--- src/rtl/uart_cmd_pkg.sv ---
// Shared definitions for the UART command master: FSM state codes, command
// opcodes and the outgoing-byte selector.
package uart_cmd_pkg;

  typedef logic [2:0] state_t;

  localparam state_t StIdle     = 3'd0;
  localparam state_t StSend     = 3'd1;
  localparam state_t StWaitTx   = 3'd2;
  localparam state_t StWaitResp = 3'd3;
  localparam state_t StGap      = 3'd4;

  // Control
  localparam logic [7:0] OpCtlReset   = 8'h10, OpCtlPing    = 8'h11;
  localparam logic [7:0] OpCtlVersion = 8'h12, OpCtlStatus  = 8'h13;
  // Register reads
  localparam logic [7:0] OpRdReg0 = 8'h20, OpRdReg1 = 8'h21, OpRdReg2 = 8'h22, OpRdReg3 = 8'h23;
  localparam logic [7:0] OpRdReg4 = 8'h24, OpRdReg5 = 8'h25, OpRdReg6 = 8'h26, OpRdReg7 = 8'h27;
  // Register writes
  localparam logic [7:0] OpWrReg0 = 8'h30, OpWrReg1 = 8'h31, OpWrReg2 = 8'h32, OpWrReg3 = 8'h33;
  localparam logic [7:0] OpWrReg4 = 8'h34, OpWrReg5 = 8'h35, OpWrReg6 = 8'h36, OpWrReg7 = 8'h37;
  // Memory reads
  localparam logic [7:0] OpRdMem0 = 8'h40, OpRdMem1 = 8'h41, OpRdMem2 = 8'h42, OpRdMem3 = 8'h43;
  localparam logic [7:0] OpRdMem4 = 8'h44, OpRdMem5 = 8'h45, OpRdMem6 = 8'h46, OpRdMem7 = 8'h47;
  // Memory writes
  localparam logic [7:0] OpWrMem0 = 8'h50, OpWrMem1 = 8'h51, OpWrMem2 = 8'h52, OpWrMem3 = 8'h53;
  localparam logic [7:0] OpWrMem4 = 8'h54, OpWrMem5 = 8'h55, OpWrMem6 = 8'h56, OpWrMem7 = 8'h57;
  // Debug
  localparam logic [7:0] OpDbg0 = 8'hA0, OpDbg1 = 8'hA1, OpDbg2 = 8'hA2;
  localparam logic [7:0] OpDbg3 = 8'hA3, OpDbg4 = 8'hA4, OpDbg5 = 8'hA5;
  // Boot
  localparam logic [7:0] OpBoot = 8'hB0;

  // Byte idx of a frame: 0 is the opcode, 1..3 are data bytes LSB first.
  function automatic logic [7:0] tx_byte(input logic [7:0]  opcode,
                                         input logic [23:0] data,
                                         input logic [2:0]  idx);
    case (idx)
      3'd0:    tx_byte = opcode;
      3'd1:    tx_byte = data[7:0];
      3'd2:    tx_byte = data[15:8];
      default: tx_byte = data[23:16];
    endcase
  endfunction

endpackage

--- src/rtl/uart_cmd_master.sv ---
// UART command master: sends opcode + up to 3 data bytes through an external
// byte transmitter, collects up to 3 response bytes, then enforces an idle gap.
// Optional response timeout enabled by defining UART_CMD_MASTER_TIMEOUT_EN.
module uart_cmd_master
  import uart_cmd_pkg::*;
#(
  parameter int unsigned TIMEOUT_CYCLES = 50000,
  parameter int unsigned GAP_CYCLES     = 16
) (
  input  logic        sys_clk,
  input  logic        sys_rst_n,
  input  logic        cmd_valid,
  output logic        cmd_ready,
  input  logic [7:0]  cmd_opcode,
  input  logic [1:0]  cmd_tx_len,
  input  logic [23:0] cmd_tx_data,
  input  logic [1:0]  cmd_rx_len,
  output logic        utx_send,
  output logic [7:0]  utx_data,
  input  logic        utx_busy,
  input  logic        urx_rec,
  input  logic [7:0]  urx_data,
  output logic        resp_valid,
  output logic [23:0] resp_data,
  output logic        resp_timeout
);

  localparam int unsigned GapW = (GAP_CYCLES > 1) ? $clog2(GAP_CYCLES) : 1;

  state_t        state_q, state_d;
  logic [7:0]    opcode_q, opcode_d;
  logic [1:0]    tx_len_q, tx_len_d;
  logic [1:0]    rx_len_q, rx_len_d;
  logic [23:0]   tx_data_q, tx_data_d;
  logic [2:0]    byte_idx_q, byte_idx_d;
  logic [1:0]    rx_idx_q, rx_idx_d;
  logic          busy_seen_q, busy_seen_d;
  logic          urx_rec_q;
  logic          utx_send_q, utx_send_d;
  logic [7:0]    utx_data_q, utx_data_d;
  logic          resp_valid_q, resp_valid_d;
  logic [23:0]   resp_data_q, resp_data_d;
  logic          resp_timeout_q, resp_timeout_d;
  logic [GapW-1:0] gap_cnt_q, gap_cnt_d;

  logic accept, rx_edge, tx_last, rx_last, gap_done, to_expired;

  // Gated by reset so the master never looks ready while held in reset.
  assign cmd_ready = (state_q == StIdle) && sys_rst_n;
  assign accept    = cmd_valid && cmd_ready;
  assign rx_edge   = urx_rec && !urx_rec_q;
  // byte_idx_q has already advanced past the byte just completed.
  assign tx_last   = (byte_idx_q == ({1'b0, tx_len_q} + 3'd1));
  assign rx_last   = (({1'b0, rx_idx_q} + 3'd1) == {1'b0, rx_len_q});
  // A zero-length gap still spends its single entry cycle in GAP.
  assign gap_done  = ((32'(gap_cnt_q) + 32'd1) >= GAP_CYCLES);

`ifdef UART_CMD_MASTER_TIMEOUT_EN
  localparam int unsigned TmoW = (TIMEOUT_CYCLES > 1) ? $clog2(TIMEOUT_CYCLES) : 1;
  logic [TmoW-1:0] to_cnt_q, to_cnt_d;

  // Idle-cycle counter in WAIT_RESP, restarted by every received byte.
  always_comb begin
    to_cnt_d = to_cnt_q + TmoW'(1);
    if ((state_q != StWaitResp) || rx_edge) to_cnt_d = '0;
  end

  // Timeout counter register.
  always_ff @(posedge sys_clk or negedge sys_rst_n) begin
    if (!sys_rst_n) to_cnt_q <= '0;
    else            to_cnt_q <= to_cnt_d;
  end

  assign to_expired = ((32'(to_cnt_q) + 32'd1) >= TIMEOUT_CYCLES);
`else
  logic unused_timeout_cfg;
  assign unused_timeout_cfg = ^TIMEOUT_CYCLES;
  // Without the timeout the master waits for the response indefinitely.
  assign to_expired = 1'b0;
`endif

  // Next-state logic for the transaction FSM and its datapath.
  always_comb begin
    state_d        = state_q;
    opcode_d       = opcode_q;
    tx_len_d       = tx_len_q;
    rx_len_d       = rx_len_q;
    tx_data_d      = tx_data_q;
    byte_idx_d     = byte_idx_q;
    rx_idx_d       = rx_idx_q;
    busy_seen_d    = busy_seen_q;
    utx_send_d     = 1'b0;
    utx_data_d     = utx_data_q;
    resp_valid_d   = 1'b0;
    resp_data_d    = resp_data_q;
    resp_timeout_d = resp_timeout_q;
    gap_cnt_d      = gap_cnt_q;

    unique case (state_q)
      StIdle: begin
        if (accept) begin
          opcode_d       = cmd_opcode;
          tx_len_d       = cmd_tx_len;
          rx_len_d       = cmd_rx_len;
          tx_data_d      = cmd_tx_data;
          byte_idx_d     = '0;
          rx_idx_d       = '0;
          resp_data_d    = '0;
          resp_timeout_d = 1'b0;
          state_d        = StSend;
        end
      end
      StSend: begin
        if (!utx_busy) begin
          utx_send_d  = 1'b1;
          utx_data_d  = tx_byte(opcode_q, tx_data_q, byte_idx_q);
          byte_idx_d  = byte_idx_q + 3'd1;
          busy_seen_d = 1'b0;
          state_d     = StWaitTx;
        end
      end
      StWaitTx: begin
        // A byte is done only after busy has been seen high and then low again.
        if (utx_busy) begin
          busy_seen_d = 1'b1;
        end else if (busy_seen_q) begin
          if (!tx_last) begin
            state_d = StSend;
          end else if (rx_len_q == 2'd0) begin
            state_d      = StGap;
            resp_valid_d = 1'b1;
            gap_cnt_d    = '0;
          end else begin
            state_d = StWaitResp;
          end
        end
      end
      StWaitResp: begin
        if (rx_edge) begin
          case (rx_idx_q)
            2'd0:    resp_data_d[7:0]   = urx_data;
            2'd1:    resp_data_d[15:8]  = urx_data;
            default: resp_data_d[23:16] = urx_data;
          endcase
          rx_idx_d = rx_idx_q + 2'd1;
          if (rx_last) begin
            state_d      = StGap;
            resp_valid_d = 1'b1;
            gap_cnt_d    = '0;
          end
        end else if (to_expired) begin
          state_d        = StGap;
          resp_valid_d   = 1'b1;
          resp_timeout_d = 1'b1;
          gap_cnt_d      = '0;
        end
      end
      StGap: begin
        if (gap_done) state_d = StIdle;
        else          gap_cnt_d = gap_cnt_q + GapW'(1);
      end
      default: state_d = StIdle;
    endcase
  end

  // State and datapath registers; reset aborts any transaction silently.
  always_ff @(posedge sys_clk or negedge sys_rst_n) begin
    if (!sys_rst_n) begin
      state_q        <= StIdle;
      opcode_q       <= '0;
      tx_len_q       <= '0;
      rx_len_q       <= '0;
      tx_data_q      <= '0;
      byte_idx_q     <= '0;
      rx_idx_q       <= '0;
      busy_seen_q    <= 1'b0;
      urx_rec_q      <= 1'b0;
      utx_send_q     <= 1'b0;
      utx_data_q     <= '0;
      resp_valid_q   <= 1'b0;
      resp_data_q    <= '0;
      resp_timeout_q <= 1'b0;
      gap_cnt_q      <= '0;
    end else begin
      state_q        <= state_d;
      opcode_q       <= opcode_d;
      tx_len_q       <= tx_len_d;
      rx_len_q       <= rx_len_d;
      tx_data_q      <= tx_data_d;
      byte_idx_q     <= byte_idx_d;
      rx_idx_q       <= rx_idx_d;
      busy_seen_q    <= busy_seen_d;
      urx_rec_q      <= urx_rec;
      utx_send_q     <= utx_send_d;
      utx_data_q     <= utx_data_d;
      resp_valid_q   <= resp_valid_d;
      resp_data_q    <= resp_data_d;
      resp_timeout_q <= resp_timeout_d;
      gap_cnt_q      <= gap_cnt_d;
    end
  end

  assign utx_send     = utx_send_q;
  assign utx_data     = utx_data_q;
  assign resp_valid   = resp_valid_q;
  assign resp_data    = resp_data_q;
  // Constant 0 when the timeout is compiled out: nothing ever sets it.
  assign resp_timeout = resp_timeout_q;

endmodule

--- config.mk ---
export PLATFORM = sky130hd
export DESIGN_NAME = uart_cmd_master
export DESIGN_NICKNAME = d
export VERILOG_FILES = /design/src/rtl/uart_cmd_pkg.sv /design/src/rtl/uart_cmd_master.sv
export SDC_FILE = /design/constraint.sdc
export NUM_CORES = 1
export LEC_CHECK = 0
export CORE_UTILIZATION = 53
export CTS_BUF_LIST = sky130_fd_sc_hd__clkbuf_4 sky130_fd_sc_hd__clkbuf_8
export DETAILED_ROUTE_END_ITERATION = 8
export MAX_ROUTING_LAYER = met4
export PLACE_DENSITY = 0.83
export SKIP_LAST_GASP = 1
export SLEW_MARGIN = 30
export SYNTH_ARGS = -nofsm -noshare
export SYNTH_HDL_FRONTEND = slang
export SYNTH_SLANG_ARGS = --single-unit
--- constraint.sdc ---
create_clock -name sys_clk -period 5.7 [get_ports sys_clk]
set_input_delay 0.57 -clock sys_clk [delete_from_list [all_inputs] [get_ports sys_clk]]
set_output_delay 0.57 -clock sys_clk [all_outputs]
set_load 0.005 [all_outputs]
==> reports/summary.json <==
{
  "status": {"value": "complete, no violations"},
  "critical_path.max_fanout": {"value": 13},
  "place.gp.congestion": {"value": 0.824},
  "final_antenna_net_count": {"value": 0},
  "whs": {"value": 0.369, "unit": "ns"},
  "slew_viol_final": {"value": 0},
  "synth_area_leader_cell": {"value": "sky130_fd_sc_hd__dfrtp_1"},
  "diodes": {"value": 0},
  "cts_sinks": {"value": 84},
  "area.growth.synth_to_final": {"value": 29.7, "unit": "%"},
  "initial_utilization": {"value": 0.556},
  "post_synth.cell_area_avg": {"value": 12.7, "unit": "um^2"},
  "grt_overflow_total": {"value": 0},
  "chipWidth": {"value": 86.9, "unit": "um"},
  "critical-path-max-stage-delay": {"value": 0.60, "unit": "ns"},
  "vias": {"value": 2630},
  "via_per_inst": {"value": 5.45},
  "max_slew.worst_pin.slew": {"value": 0.752, "unit": "ns"},
  "ys_warn_count": {"value": 0},
  "max-vdd-ir-drop": {"value": 302, "unit": "uV"},
  "floorplan.die_area": {"value": 7550, "unit": "um^2"},
  "worst-endpoint-required": {"value": 5.13, "unit": "ns"},
  "clkLatencyLatePin": {"value": 0.36, "unit": "ns"},
  "synthesis.area": {"value": 3820, "unit": "um^2"},
  "post-route-period-util": {"value": 0.458},
  "startpoint_type": {"value": "flop"},
  "post-synth-top-area-fraction": {"value": 0.550},
  "yosys-top-cells-count": {"value": "84 x sky130_fd_sc_hd__dfrtp_1, 60 x sky130_fd_sc_hd__mux2_2, 15 x sky130_fd_sc_hd__nand2_1"},
  "cell_count_after_synthesis": {"value": 300},
  "wire_per_inst": {"value": 17.2, "unit": "um"},
  "design.final.nets": {"value": 440},
  "ys_seq_elements": {"value": 84},
  "slowest_stage": {"value": "sky130_fd_sc_hd__dfrtp_1"},
  "unrepaired_setup_endpoints_after_global_routing": {"value": "false"},
  "drtIter0Drc": {"value": 148},
  "antenna_found_initial": {"value": 0},
  "critical_path.reg2reg.startpoint": {"value": "state_q[2]$_DFFE_PN0P_"},
  "origin_of_the_worst_setup_path": {"value": "state_q[2]$_DFFE_PN0P_"},
  "cts_made_buffers": {"value": 9},
  "tritoncts": {"value": "done"},
  "clock_tree.htree_level_count": {"value": 3},
  "clk_path_buf_depth": {"value": 2},
  "die_y": {"value": 86.9, "unit": "um"},
  "fin_skew": {"value": 0.0131, "unit": "ns"},
  "cts_repair_resize_count": {"value": 0},
  "fin_setup_tns": {"value": 0, "unit": "ns"},
  "via_count_of_the_first_global_routing_pass": {"value": 2729},
  "synth_sequential_area_ratio": {"value": 0.550},
  "core_area": {"value": 6870, "unit": "um^2"},
  "asyncSetResetFlopFracSynth": {"value": 1.00},
  "placementRows": {"value": 30},
  "dpl_worst_slack": {"value": 3.24, "unit": "ns"},
  "cts_root_buf": {"value": "sky130_fd_sc_hd__clkbuf_8"},
  "p_per_area": {"value": 503, "unit": "nW/um^2"},
  "dr.pass1.iters": {"value": 4},
  "drc": {"value": 0},
  "crit_buf_inv": {"value": 1},
  "setup_viol": {"value": 0},
  "postCtsSetupRepairBufs": {"value": 0},
  "final_layout_size_suffix_gt1_frac": {"value": 0.222},
  "achievable-frequency": {"value": 0.383, "unit": "GHz"},
  "synth.most_common_cell": {"value": "sky130_fd_sc_hd__dfrtp_1"},
  "drt-total-wl": {"value": 8310, "unit": "um"},
  "hold_viol": {"value": 0},
  "synth_top_cells_by_area": {"value": "sky130_fd_sc_hd__dfrtp_1 55%, sky130_fd_sc_hd__mux2_2 18%, sky130_fd_sc_hd__ha_1 2.9%, sky130_fd_sc_hd__a221oi_1 2.1%, sky130_fd_sc_hd__a22o_1 2.1%"},
  "critPathKind": {"value": "flop to output pin"},
  "boundaryPins": {"value": 85},
  "worst_case_setup_margin_in_the_final_layout": {"value": 3.09, "unit": "ns"},
  "end_kind": {"value": "output pin"},
  "slew_headroom": {"value": 0.498},
  "port_buffers": {"value": 83},
  "period_needed": {"value": 2.61, "unit": "ns"},
  "worst_ep_arrival_time": {"value": 2.04, "unit": "ns"},
  "number_of_enable_type_register_cells_in_the_synthesized_netlist": {"value": 0},
  "grt_pass1_wl": {"value": 13800, "unit": "um"},
  "ys_dominant_reg_cell": {"value": "sky130_fd_sc_hd__dfrtp_1"},
  "min_path_type": {"value": "primary input to async pin"},
  "hold_buffers": {"value": 0},
  "largest_delay_share_family_worst_path": {"value": "flip-flops"},
  "grt_util_overall": {"value": 0.251},
  "worst_setup_hold_path_clk_slew": {"value": 0.08, "unit": "ns"},
  "grt_max_degree": {"value": 86},
  "fill_cells": {"value": 466},
  "syn-num-nets": {"value": 358},
  "cell_by_cell_listing_of_the_critical_path": {"value": "nor4b_2 > clkdlybuf4s50_1"},
  "drv.max_cap_violation_count": {"value": 0},
  "total_leakage_power": {"value": 0.00215, "unit": "uW"},
  "detailed_place_hpwl": {"value": 5680, "unit": "um"},
  "synth_cell_types": {"value": 47}
}
per-layer routing:
| layer | routed length [um] | track usage | vias up |
|---|---|---|---|
| met1 | 3930 | 0.347 | 1303 |
| met2 | 3970 | 0.376 | 65 |
| li1 | - | - | 1252 |
| met5 | 0 | - | - |
| met4 | 101 | 0.0773 | 0 |
| met3 | 317 | 0.0540 | 10 |
cell usage in the layout (no fill, tap or decap), drive strengths merged, types with 3 or more instances in the layout:
master	netlist	final
dfrtp	84	84
and2	9	9
mux2	60	60
nand2	16	16
a21oi	11	11
ha	9	9
nor2	9	9
nand3	4	4
o21ai	13	13
nor3	3	3
a221oi	9	9
nor2b	4	4
inv	10	12
clkdlybuf4s50	0	82
xnor2	3	3
nand2b	4	4
clkbuf	5	10
a22o	9	9
kinds of logic (layout without fill, tap and decap cells):
| family | Yosys count | in the layout | synth area share |
|---|---|---|---|
| multiplexers | 60 | 60 | 0.177 |
| AO/OA/AOI/OAI | 59 | 59 | 0.119 |
| XOR/XNOR | 5 | 5 | 0.0115 |
| adder cells (fa/ha/maj) | 9 | 9 | 0.0295 |
| flip-flops | 84 | 84 | 0.550 |
| other | 1 | 1 | 0.000982 |
| buffers and inverters | 23 | 110 | 0.0259 |
| AND/OR/NAND/NOR | 59 | 59 | 0.0865 |
flip-flops by register name, indices dropped and copies added (netlist names), 2 cells and up:
register	flops
byte_idx_q	3
gap_cnt_q	4
opcode_q	8
resp_data	24
rx_idx_q	2
rx_len_q	2
state_q	3
tx_data_q	24
tx_len_q	2
utx_data	8
power by group:
group	internal (uW)	total [uW]	switching, uW
logic	539	949	410
clock network	262	484	223
registers	850	1060	206
total	1650	2490	838
worst paths after layout:
path                                                  end  slack [ns]  cells past startpoint
worst max-delay path                            cmd_ready        3.09                      2
max in group asynchronous        gap_cnt_q[2]$_DFFE_PN0P_        4.82                      2
worst min-delay path             resp_data[2]$_DFFE_PN0P_        0.37                      2
worst min register to register    utx_data[4]$_DFFE_PN0P_        0.48                      2
worst max register to register  resp_data[16]$_DFFE_PN0P_        3.26                      4
min in group sys_clk              utx_data[4]$_DFFE_PN0P_        0.48                      2
area by class of cell:
| type | instances | area [um^2] | area share |
|---|---|---|---|
| multi-input combinational | 193 | 1620 | 0.328 |
| inverter | 10 | 37.5 | 0.00758 |
| clock buffer | 10 | 138 | 0.0278 |
| sequential | 84 | 2100 | 0.424 |
| timing repair buffer | 84 | 840 | 0.169 |
| tap | 96 | 120 | 0.0242 |
| clock inverter | 6 | 92.6 | 0.0187 |
per-stage QoR:
| step | util | total power [uW] | std cells | cell area, um^2 |
|---|---|---|---|---|
| 2_1_floorplan | - | 1620 | 300 | 3820 |
| 3_3_place_gp | 0.686 | 1960 | 467 | 4710 |
| 3_5_place_dp | 0.688 | 2000 | 467 | 4720 |
| 4_1_cts | 0.721 | 2500 | 483 | 4950 |
| 5_1_grt | 0.721 | 2650 | 483 | 4950 |
| 6_report | 0.721 | 2490 | 483 | 4950 |
(Power assumes the default switching activity.)
